File: config.mk
export PLATFORM = sky130hd
export DESIGN_NAME = mips_bus_sniffer
export DESIGN_NICKNAME = d
export VERILOG_FILES = /design/src/rtl/mips_dbg_pkg.sv /design/src/rtl/sync_fifo.sv /design/src/rtl/mips_bus_sniffer.sv
export SDC_FILE = /design/constraint.sdc
export NUM_CORES = 1
export LEC_CHECK = 0
export CAP_MARGIN = 20
export CORE_ASPECT_RATIO = 0.5
export CORE_MARGIN = 2
export CORE_UTILIZATION = 52
export DETAILED_ROUTE_END_ITERATION = 10
export PLACE_DENSITY = 0.76
export SKIP_LAST_GASP = 1
export SLEW_MARGIN = 20
export SYNTH_ARGS = -nofsm -noshare
export SYNTH_HDL_FRONTEND = slang
export SYNTH_SLANG_ARGS = --single-unit
File: constraint.sdc
create_clock -name clk -period 7.3 [get_ports clk]
set_clock_uncertainty 0.1 [all_clocks]
set_input_delay 1.46 -clock clk [delete_from_list [all_inputs] [get_ports clk]]
set_output_delay 1.46 -clock clk [all_outputs]
set_load 0.03 [all_outputs]
File: src/rtl/mips_dbg_pkg.sv
// Shared types and constants for the MIPS data-bus sniffer.
//   bus_rec_t : one captured bus transaction {kind, addr, data} (65 bits)
//   KIND_*    : encoding of bus_rec_t.kind
//   DROP_W    : width of the saturating drop counter
package mips_dbg_pkg;

  localparam logic KIND_LOAD  = 1'b0;
  localparam logic KIND_STORE = 1'b1;
  localparam int   DROP_W     = 16;

  typedef struct packed {
    logic        kind;
    logic [31:0] addr;
    logic [31:0] data;
  } bus_rec_t;

endpackage

File: src/rtl/sync_fifo.sv
// Synchronous first-word-fall-through FIFO.
// Ports:
//   clk, rst        clock, async active-high reset
//   i_push, i_din   write request and element
//   i_pop           read request (head is consumed at the edge)
//   o_dout          head element, zero while empty
//   o_full, o_empty occupancy flags
//   o_count         explicit occupancy, 0..DEPTH
// A push into a full FIFO is accepted only when a pop happens in the
// same cycle; otherwise it is ignored (the caller accounts for drops).
module sync_fifo
  import mips_dbg_pkg::*;
#(
  parameter int  DEPTH = 8,
  parameter type T     = bus_rec_t
) (
  input  logic                     clk,
  input  logic                     rst,
  input  logic                     i_push,
  input  T                         i_din,
  input  logic                     i_pop,
  output T                         o_dout,
  output logic                     o_full,
  output logic                     o_empty,
  output logic [$clog2(DEPTH):0]   o_count
);

  localparam int AW = $clog2(DEPTH);

  T               r_mem [DEPTH];
  logic [AW-1:0]  r_wptr;
  logic [AW-1:0]  r_rptr;
  logic [AW:0]    r_count;
  logic           w_do_push;
  logic           w_do_pop;

  assign o_count   = r_count;
  assign o_empty   = (r_count == '0);
  assign o_full    = (r_count == (AW+1)'(DEPTH));
  assign w_do_pop  = i_pop && !o_empty;
  assign w_do_push = i_push && (!o_full || w_do_pop);

  // Zero the head while empty so the outputs have a defined reset value
  // without resetting the storage array.
  always_comb begin
    o_dout = '0;
    if (!o_empty) o_dout = r_mem[r_rptr];
  end

  always_ff @(posedge clk) begin
    if (w_do_push) r_mem[r_wptr] <= i_din;
  end

  // Pointers are exactly AW bits, so they wrap modulo DEPTH on their own.
  always_ff @(posedge clk or posedge rst) begin
    if (rst) begin
      r_wptr  <= '0;
      r_rptr  <= '0;
      r_count <= '0;
    end else begin
      if (w_do_push) r_wptr <= r_wptr + 1'b1;
      if (w_do_pop)  r_rptr <= r_rptr + 1'b1;
      case ({w_do_push, w_do_pop})
        2'b10:   r_count <= r_count + 1'b1;
        2'b01:   r_count <= r_count - 1'b1;
        default: r_count <= r_count;
      endcase
    end
  end

endmodule

File: src/rtl/mips_bus_sniffer.sv
// Passive observer of the MIPS data-memory interface. Stores (and loads
// when CAPTURE_LOADS=1) inside [ADDR_LO, ADDR_HI] are queued in a FIFO and
// streamed out on a valid/ready record port.
// Ports:
//   clk, rst                       clock, async active-high reset
//   mem_write, mem_read            MIPS data-memory strobes
//   direccion, palabra, leer_dato  address, store data, load data
//   rec_valid/rec_ready            record stream handshake
//   rec_kind/rec_addr/rec_data     head record (kind 1 = store)
//   fifo_count                     FIFO occupancy
//   drop_count, overflow           saturating drop counter, sticky flag
//   proto_err                      sticky: write and read in one cycle
//   clr_stats                      sync clear of drop_count/overflow/proto_err
module mips_bus_sniffer
  import mips_dbg_pkg::*;
#(
  parameter int          DEPTH         = 8,
  parameter logic [31:0] ADDR_LO       = 32'h0000_0000,
  parameter logic [31:0] ADDR_HI       = 32'hFFFF_FFFF,
  parameter bit          CAPTURE_LOADS = 1'b1
) (
  input  logic                    clk,
  input  logic                    rst,
  input  logic                    mem_write,
  input  logic                    mem_read,
  input  logic [31:0]             direccion,
  input  logic [31:0]             palabra,
  input  logic [31:0]             leer_dato,
  output logic                    rec_valid,
  input  logic                    rec_ready,
  output logic                    rec_kind,
  output logic [31:0]             rec_addr,
  output logic [31:0]             rec_data,
  output logic [$clog2(DEPTH):0]  fifo_count,
  output logic [DROP_W-1:0]       drop_count,
  output logic                    overflow,
  output logic                    proto_err,
  input  logic                    clr_stats
);

  logic [32:0] w_lo_diff;
  logic [32:0] w_hi_diff;
  logic        w_in_win;
  logic        w_hit_w;
  logic        w_hit_r;
  logic        w_hit;
  logic        w_pop;
  logic        w_full;
  logic        w_empty;
  logic        w_drop;
  bus_rec_t    w_rec;
  bus_rec_t    w_head;

  // Window bounds checked via 33-bit borrow so a bound at 0 or FFFF_FFFF
  // does not collapse into a constant comparison.
  assign w_lo_diff = {1'b0, direccion} - {1'b0, ADDR_LO};
  assign w_hi_diff = {1'b0, ADDR_HI}   - {1'b0, direccion};
  assign w_in_win  = !w_lo_diff[32] && !w_hi_diff[32];

  // A simultaneous read is ignored in favour of the store.
  assign w_hit_w = mem_write && w_in_win;
  assign w_hit_r = mem_read && !mem_write && CAPTURE_LOADS && w_in_win;
  assign w_hit   = w_hit_w || w_hit_r;

  assign w_rec.kind = w_hit_w ? KIND_STORE : KIND_LOAD;
  assign w_rec.addr = direccion;
  assign w_rec.data = w_hit_w ? palabra : leer_dato;

  assign w_pop  = rec_valid && rec_ready;
  assign w_drop = w_hit && w_full && !w_pop;

  sync_fifo #(.DEPTH(DEPTH), .T(bus_rec_t)) u_fifo (
    .clk     (clk),
    .rst     (rst),
    .i_push  (w_hit),
    .i_din   (w_rec),
    .i_pop   (w_pop),
    .o_dout  (w_head),
    .o_full  (w_full),
    .o_empty (w_empty),
    .o_count (fifo_count)
  );

  assign rec_valid = !w_empty;
  assign rec_kind  = w_head.kind;
  assign rec_addr  = w_head.addr;
  assign rec_data  = w_head.data;

  // Clear has priority over a drop or conflict in the same cycle.
  always_ff @(posedge clk or posedge rst) begin
    if (rst) begin
      drop_count <= '0;
      overflow   <= 1'b0;
      proto_err  <= 1'b0;
    end else if (clr_stats) begin
      drop_count <= '0;
      overflow   <= 1'b0;
      proto_err  <= 1'b0;
    end else begin
      if (w_drop) begin
        overflow <= 1'b1;
        if (drop_count != '1) drop_count <= drop_count + 1'b1;
      end
      if (mem_write && mem_read) proto_err <= 1'b1;
    end
  end

endmodule

Word-level counts from Yosys, hierarchy flattened
Memories as Yosys holds them, arrays and structs flattened.
Cells that the tools add are included.
{"block": "classes", "n_reduce_logical": 22, "n_mux": 13, "eq_ne": 4, "addsub": 6}
{"op": "$mux 65", "n": 1}
{"op": "$mux 16", "n": 3}
{"op": "$sub 32x32->33 const A", "n": 1}
{"op": "$mux 32", "n": 1}
{"op": "$add 16x1->16 const B", "n": 1}
{"op": "$ne 16x16->1 const B", "n": 1}
{"op": "$logic_and 1x1->1", "n": 9}
{"op": "$pmux 4 s2", "n": 1}
{"op": "$reduce_bool 2->1", "n": 4}
{"op": "$mux 1", "n": 7}
{"op": "$add 3x1->3 const B", "n": 2}
{"op": "$logic_not 1->1", "n": 5}
{"op": "$add 4x1->4 const B", "n": 1}
{"op": "$eq 4x4->1 const B", "n": 1}
{"op": "$logic_not 4->1", "n": 1}
{"op": "$sub 4x1->4 const B", "n": 1}
{"op": "$eq 2x1->1 const B", "n": 1}
{"op": "$eq 2x2->1 const B", "n": 1}
{"op": "$logic_or 1x1->1", "n": 2}
{"op": "$reduce_and 2->1", "n": 1}
{"block": "totals", "out_inout_bits": 88, "n_memories": 1, "reg_bits": 28, "wordCells": 52, "input_bits": 102, "ram_bits": 520}
{"name": "u_fifo.r_mem", "depth": 8, "word_bits": 65, "rd": 1, "rd_ports_with_merged_regs": 0, "wr": 1, "line_no": "sync_fifo.sv:30", "source": "T r_mem [DEPTH];"}

Logic depth before layout (Yosys ltp)
Gate-level depths: netlist of run 1.
{"block": "depth", "depth_word": 8, "ltp_mapped": 9, "ltp_nobuf": 7}

By module
From an unflattened synthesis of run 1, not the netlist that was laid out.
{"block": "unflattened", "hier_cells": 1043, "hier_area_um2": 21840.9}
{"module": "sync_fifo", "instances": 1, "cells_each": 897, "area_per_inst_um2": 20423.3, "seq_area_each_um2": 15865.2}
{"module": "mips_bus_sniffer", "instances": 1, "cells_each": 146, "area_per_inst_um2": 1417.6, "seq_area_each_um2": 450.4}

Worst setup path after synthesis of run 1
Ideal clock, no wire load.
{"block": "synth_timing", "path_type": "in2reg", "from": "input mem_write", "to": "memory u_fifo.r_mem[0][0] (netlist name), enable pin", "required_ns": 6.552, "setup_slack_ns": -1.642, "t_arrival_ns": 8.194, "path_buffers": 2, "path_stages": 5, "setup_time_ns": 0.648, "path_cell_list": "buf_2 > or2_2 > clkbuf_1 > nand2_1 > nor4_1"}
{"block": "synth_via", "elab_chain_len": 7, "word_cells_on_any_way": 8, "cone_classes": "mux (2); reduce/logical (6)"}
{"item": "from (decl)", "line_no": "mips_bus_sniffer.sv:24", "source": "input logic mem_write,"}
{"item": "$logic_not 1->1", "line_no": "mips_bus_sniffer.sv:62", "source": "assign w_hit_r = mem_read && !mem_write && CAPTURE_LOADS && w_in_win;"}
{"item": "$logic_and 1x1->1 (2 in series)", "line_no": "mips_bus_sniffer.sv:62"}
{"item": "$logic_or 1x1->1 (*)", "line_no": "mips_bus_sniffer.sv:63", "source": "assign w_hit = w_hit_w || w_hit_r;"}
{"item": "$logic_and 1x1->1 (*)", "line_no": "sync_fifo.sv:41", "source": "assign w_do_push = i_push && (!o_full || w_do_pop);"}
{"item": "$mux 1 (*)", "line_no": "sync_fifo.sv:51", "source": "if (w_do_push) r_mem[r_wptr] <= i_din;"}
{"item": "$mux 1 (implied by the code) (*)", "line_no": "sync_fifo.sv:51"}
{"item": "to (decl)", "line_no": "sync_fifo.sv:30"}
Mark *: on every way between the ends. The rest lies on a longest branch, timed or not.

Final worst setup path of run 1
{"block": "layout_timing", "from": "register u_fifo.r_count[1], in the netlist u_fifo.o_count[1]", "to": "output rec_data[3]"}
{"block": "layout_via", "elab_chain_len": 2}
{"item": "from (decl)", "line_no": "sync_fifo.sv:33", "source": "logic [AW:0] r_count;"}
{"item": "from (signal assigned)", "line_no": "sync_fifo.sv:64", "source": "2'b10: r_count <= r_count + 1'b1;"}
{"item": "from (signal assigned)", "line_no": "sync_fifo.sv:65", "source": "2'b01: r_count <= r_count - 1'b1;"}
{"item": "from (signal assigned)", "line_no": "sync_fifo.sv:66", "source": "default: r_count <= r_count;"}
{"item": "$logic_not 4->1", "line_no": "sync_fifo.sv:38", "source": "assign o_empty = (r_count == '0);"}
{"item": "$mux 65", "line_no": "sync_fifo.sv:47", "source": "if (!o_empty) o_dout = r_mem[r_rptr];"}
{"item": "to (decl)", "line_no": "mips_bus_sniffer.sv:33", "source": "output logic [31:0] rec_data,"}
Every way passes these cells.

==> results of run 1 <==
[critical path: stages (launching register included)]
cell	delay [ns]
dfrtp_1	0.48
or3_4	0.46
nor2_4	0.55
buf_4	0.68
nor2_1	0.22
clkdlybuf4s50_1	0.65
[sequential cells by signal, indices dropped and copies added, names as in the netlist]
signal / count
drop_count: 16
overflow: 1
proto_err: 1
u_fifo.o_count: 4
u_fifo.r_mem: 520
u_fifo.r_rptr: 3
u_fifo.r_wptr: 3
[how the worst min path moves through the flow]
| stage | endpoint | slack (ns) | cells after the start |
|---|---|---|---|
| 6_report | proto_err | 0.42 | 2 |
| 5_1_grt | proto_err | 0.45 | 2 |
| 4_1_cts | overflow | 0.42 | 2 |
| 3_5_place_dp | proto_err | 0.41 | 2 |
| 3_3_place_gp | proto_err | 0.39 | 2 |
| 2_1_floorplan | u_fifo.r_wptr[2] | 0.44 | 1 |
[cell families after synthesis]
logic type,count (synthesis),share of synthesized area [%]
AO/OA/AOI/OAI,34,1.05
AND/OR/NAND/NOR,150,3.28
multiplexers,236,18.7
XOR/XNOR,6,0.243
buffers and inverters,59,1.12
adder cells (fa/ha/maj),4,0.231
flip-flops,548,75.4
[metal layers]
metal  global-route usage (%)  routed length [um]
met5                        0                   0
met4                     4.56                 735
met3                     3.33                2330
met2                     36.6               23200
met1                     28.2               18100
[synth_stat cells (4+ instances only)]
cell type | number | area share [%]
buf_1 | 14 | 0.24
mux2i_1 | 66 | 3.1
nand4_1 | 6 | 0.17
nor4_1 | 8 | 0.23
o31ai_1 | 4 | 0.14
a21oi_1 | 16 | 0.37
or4_1 | 4 | 0.14
mux2_2 | 39 | 2.0
or3_1 | 5 | 0.14
nor3_1 | 8 | 0.19
edfxtp_1 | 520 | 72
buf_2 | 11 | 0.25
nor2_1 | 82 | 1.4
dfrtp_1 | 28 | 3.2
nor2b_1 | 6 | 0.17
mux4_2 | 130 | 14
nand3_1 | 8 | 0.19
clkbuf_1 | 29 | 0.50
nand2_1 | 12 | 0.21
inv_1 | 4 | 0.069
ha_1 | 4 | 0.23
[power by group through the flow]
stage          sequential (mW)  clock (mW)  combinational [mW]
2_1_floorplan             4.43           0                2.78
3_3_place_gp              4.61           0                4.01
3_5_place_dp              4.66           0                4.06
4_1_cts                   4.60        2.50                4.08
5_1_grt                   4.60        2.62                4.32
6_report                  4.54        2.45                4.09
[metrics by stage]
| stage | hold WS [ns] | cells |
|---|---|---|
| floorplan | 0.441 | 1037 |
| global placement | 0.394 | 1730 |
| detailed placement | 0.409 | 1730 |
| CTS | 0.425 | 1815 |
| global route | 0.448 | 1818 |
| finish | 0.420 | 1818 |
[cell type report]
class	instances	share of cell area [%]
diodes	2	0.0194
clock buffers	61	4.94
clock inverters	24	0.865
inverters	4	0.0583
multi-input cells	430	20.0
flip-flops and latches	548	63.4
well taps	540	2.62
repair buffers	209	8.10
==> results.md, run 1 <==
- Status: finished, final reports clean
- Port bufs: roughly 190
- Endpoint class of the critical path: output pin
- Mapped Area: ~0.022 mm^2
- Reg power frac: about 41%
- Total of max-cap violations: 0
- Max FO, Critical Path: 44
- Tmin final: around 5.2 ns
- Most frequent cells in the layout: 520 x edfxtp_1, 188 x clkdlybuf4s50_1, 130 x mux4_2
- RSZ-0062 raised after global routing: no
- Main synth FF type: edfxtp_1
- Grt total ovfl: 0
- FF+latch area: 0.0163 mm^2
- Switching Fraction: around 34%
- Critical path class: register to output pin
- Final worst-path cycle share: 71.5%
- Root buffer cell: clkbuf_16
- P_int: approximately 7.4 mW
- First-pass GRT wire length: ~70000 um
- FILL cells: ~2700
- Synth-to-layout area growth: 19.0%
- Worst slack at placement: roughly 2.6 ns
- Synth Instances: slightly above 1000
- Finish-stage setup viols: 0
- Final Hold Fails: 0
- Core Util, Final: a little over three fifths
- Initial Utilization: a little over half
- Startpoint Class: register
- Clock Sink Count: 548
- Fin area: 0.0258 mm^2
- Reg-to-reg startpoint: u_fifo.o_count[3]
- Commonest non-fill, non-tap cell in the layout: edfxtp_1
- Total wire length: 44300 um
- CTS resizes: 0
- Reg2Reg Capture Point: u_fifo.r_mem[5][38]
- H-tree Lvls: 2
- Yosys cell types: 44
- # DRC: 0
- Placer Congestion: 0.784
- Nets: between 1000 and 1500
- Worst-path clk slew: about 0.060 ns
- Skew-Pair Late Insertion Delay: around 0.55 ns
- CORE AREA: between 0.04 and 0.05 mm^2
- Gate power share: between 30% and 40%
- Clock power share: 22.1%
- Ports: 190
- Layout cells sized above 1: around a fifth
- CP startpoint: u_fifo.o_count[1]
- Post-synth EDFFs: 520
- Pwr dens: approximately 430 mW/mm^2
- Worst Min Path Start: proto_err
- WL per Instance: 24.4 um
- Average vias per placed instance: just under 6
- CP endpoint: rec_data[3]
- Hpwl dp: ~24000 um
- Placed inst area: 0.0242 mm^2
- Total Die Area: around 0.043 mm^2
- Leakage power: ~8.4 nW
- Slew HR: between 20% and 30%
- Post-CTS Setup Repair Bufs: 0
- Tightest Hold Check Type: register to register
- Vias in the first global route: about 12000
- Post-route setup slack: between 2 and 2.5 ns
- P_sw: between 3 and 4 mW
- Required time worst endpoint: approximately 5.7 ns
- Synth Net Count: 1143
- CTS Hold Buffers Added: 0
- Max Buffers Root-to-Sink: 3
- R2R Setup Slk: 4.26 ns
- Flops & latches, synth: around 550
- Power Total: 11.1 mW
- CTS Buf Count: 47
- Critical path arrival: 3.66 ns
- Synth async-reset ratio: 5.11%
- Fmax: about 190 MHz
- Sequential fraction of the synthesis area: between 70% and 80%
- Syn Area/Cell: ~21 um^2
- Slew of the pin with the lowest slew margin: 1.12 ns
- Die X: about 290 um
- Gr usage total: between 20% and 30%
- DRT iter0 DRCs: just under 900
- CTS tree: built
- First drt pass iteration count: 5
- Ys Warns: 0
- Via Count: 10700
- Largest net degree at the start of global routing: between 70 and 80
- Slew Viols, Final: 0
- Worst VDD drop: 0.327 mV
- Setup_tns: 0 ns
- Cell Rows: 52
- Post-route ant nets: 0
- Chip height: around 150 um
- Antenna violations before repair: 2
- R2r worst-path depth: 5
- Footprint of the multi-input gates: approximately 0.0051 mm^2
No activity file was read; power rests on OpenSTA's default activity.
==> run 2: changes to the inputs <==
--- a/config.mk
+++ b/config.mk
@@ -8,9 +8,9 @@
 export CAP_MARGIN = 20
 export CORE_ASPECT_RATIO = 0.5
 export CORE_MARGIN = 2
-export CORE_UTILIZATION = 52
+export CORE_UTILIZATION = 57
 export DETAILED_ROUTE_END_ITERATION = 10
-export PLACE_DENSITY = 0.76
+export PLACE_DENSITY = 0.79
 export SKIP_LAST_GASP = 1
 export SLEW_MARGIN = 20
 export SYNTH_ARGS = -nofsm -noshare
==> constraint.sdc (replaced) <==
create_clock -name clk -period 5.1 [get_ports clk]
set_clock_uncertainty 0.1 [all_clocks]
set_input_delay 1.02 -clock clk [delete_from_list [all_inputs] [get_ports clk]]
set_output_delay 1.02 -clock clk [all_outputs]
set_load 0.03 [all_outputs]
==> results.md, run 2 (synthesis gave the netlist of run 1 again) <==
- DRT iter0 DRCs: 980 (+13%)
- Max reg flops: 520 (unchanged)
- Layout cells sized above 1: 21.5% (+0.20 points)
- Slew HR: 35.5% (+10 points)
- FF+latch area: 0.0163 mm^2 (unchanged)
- Port bufs: 189 (unchanged)
- Status: finished, final reports clean
- Final Hold Fails: 0 (unchanged)
- Nets: 1350 (+0.30%)
- Gr usage total: 22.8% (+1.9 points)
- Synth-to-layout area growth: 18.8%
- Tightest Hold Check Type: register to register
- First drt pass iteration count: 5 (unchanged)
- Placed cells: 1690 (-2.3%)
- Total wire length: 44700 um (+0.97%)
- Root buffer cell: clkbuf_16
- H-tree Lvls: 2 (unchanged)
- Slew Viols, Final: 0 (unchanged)
- Finish-stage setup viols: 0 (unchanged)
- Endpoint class of the critical path: output pin
- Critical path class: register to output pin
- Worst-path clk slew: 0.07 ns (about the same)
- Most frequent cells in the layout: 520 x edfxtp_1, 188 x clkdlybuf4s50_1, 130 x mux4_2
- Max FO, Critical Path: 60 (+36%)
- Vias in the first global route: 11200 (-3.0%)
- Largest net degree at the start of global routing: 66 (-7.0%)
- Max Buffers Root-to-Sink: 3 (unchanged)
- First-pass GRT wire length: 67600 um (-1.2%)
- Tmin final: 4.37 ns
- Footprint of the multi-input gates: 0.00515 mm^2 (+0.12%)
- Grt total ovfl: 0 (unchanged)
- Setup_tns: 0 ns (unchanged)
- CTS resizes: 0 (unchanged)
- Placer Congestion: 0.792 (+0.99%)
- Slew of the pin with the lowest slew margin: 0.968 ns (-0.157 ns)
- Worst VDD drop: 0.418 mV (+28%)
- Final non-filler cell total: 1774 (-2.4%)
- Average vias per placed instance: 6.10 (+3.4%)
- Leakage power: 8.41 nW (about the same)
- Startpoint Class: register
- Cell Rows: 50 (-3.8%)
- Hpwl dp: 24800 um (+4.7%)
- Pwr dens: 613 mW/mm^2 (+42%)
- Power Total: 15.8 mW (+42%)
- CTS Buf Count: 46 (-2.1%)
- Final worst-path cycle share: 85.6%
- CTS Hold Buffers Added: 0 (unchanged)
- Core Util, Final: 68.7% (+5.5 points)
- CTS tree: built
- RSZ-0062 raised after global routing: no
- FILL cells: 2241 (-17%)
- Total Die Area: 0.0396 mm^2 (-8.6%)
- Skew-Pair Late Insertion Delay: 0.55 ns (about the same)
- Fmax: about 230 MHz
- Post-route ant nets: 0 (unchanged)
- Die X: 280 um (-4.4%)
- WL per Instance: 25.2 um (+3.5%)
- Most flop-heavy register: u_fifo.r_mem
- Via Count: 10800 (+0.90%)
- Post-CTS Setup Repair Bufs: 0 (unchanged)
- Total of max-cap violations: 0 (unchanged)
- Initial Utilization: 57.8% (+4.7 points)
- Antenna violations before repair: 2 (unchanged)
- Required time worst endpoint: 3.98 ns (-1.76 ns)
- Commonest non-fill, non-tap cell in the layout: edfxtp_1
- # DRC: 0 (unchanged)
- Chip height: 142 um (-4.4%)
- Critical path arrival: 3.25 ns (-0.41 ns)
- Clock Sink Count: 548 (unchanged)
- Ports: 190 (unchanged)
- CORE AREA: 0.0374 mm^2 (-8.1%)
==> run 2: cell types whose count changed in the layout (fill, tap and decap cells not counted), sizes merged <==
cell,before,now
buf,21,26
bufinv,4,2
clkbuf,61,57
clkinv,16,20
clkinvlp,3,2
==> run 2: where the power goes <==
group	total, mW	internal, mW	switching (mW)
Combinational	5.96	2.65	3.31
Sequential	6.49	5.96	0.529
Clock	3.30	1.79	1.51
==> run 2: worst paths after layout <==
check / start / to / slack (ns) / cells past startpoint
max reg2reg: u_fifo.o_count[3] / u_fifo.r_mem[4][4] / 2.26 / 5
max in group asynchronous: rst / u_fifo.r_rptr[0] / 3.66 / 2
min in group asynchronous: rst / u_fifo.r_rptr[2] / 0.77 / 2
min: proto_err / proto_err / 0.42 / 2
min reg2reg: proto_err / proto_err / 0.42 / 2
max: u_fifo.r_rptr[1] / rec_addr[4] / 0.73 / 5
==> run 2: per-stage QoR <==
stage,setup WS [ns],area [um^2],hold slack [ns]
floorplan,-1.66,21600,0.441
global placement,1.25,24300,0.386
detailed placement,1.24,24300,0.394
CTS,0.693,25700,0.413
global route,0.573,25700,0.475
finish,0.733,25700,0.415
==> run 2: metal layers <==
metal	routed length (um)	GRT usage (%)
met5	0	0
met4	731	5.26
met3	2640	3.54
met2	23800	40.5
met1	17500	30.2
==> run 2: worst max-delay path, cell delays in order (launching register included) <==
cell             delay, ns
dfrtp_4               1.02
buf_4                 0.38
mux4_2                0.35
mux2i_1               0.17
nor2_1                0.09
clkdlybuf4s50_1       0.64
==> run 2: layout make-up <==
class                      instances  area share (%)
inverter                           4          0.0584
multi-input combinational        430            20.1
clock buffer                      57            4.72
antenna                            2          0.0195
clock inverter                    25           0.662
timing repair buffer             214            8.56
sequential                       548            63.5
tap                              494            2.40
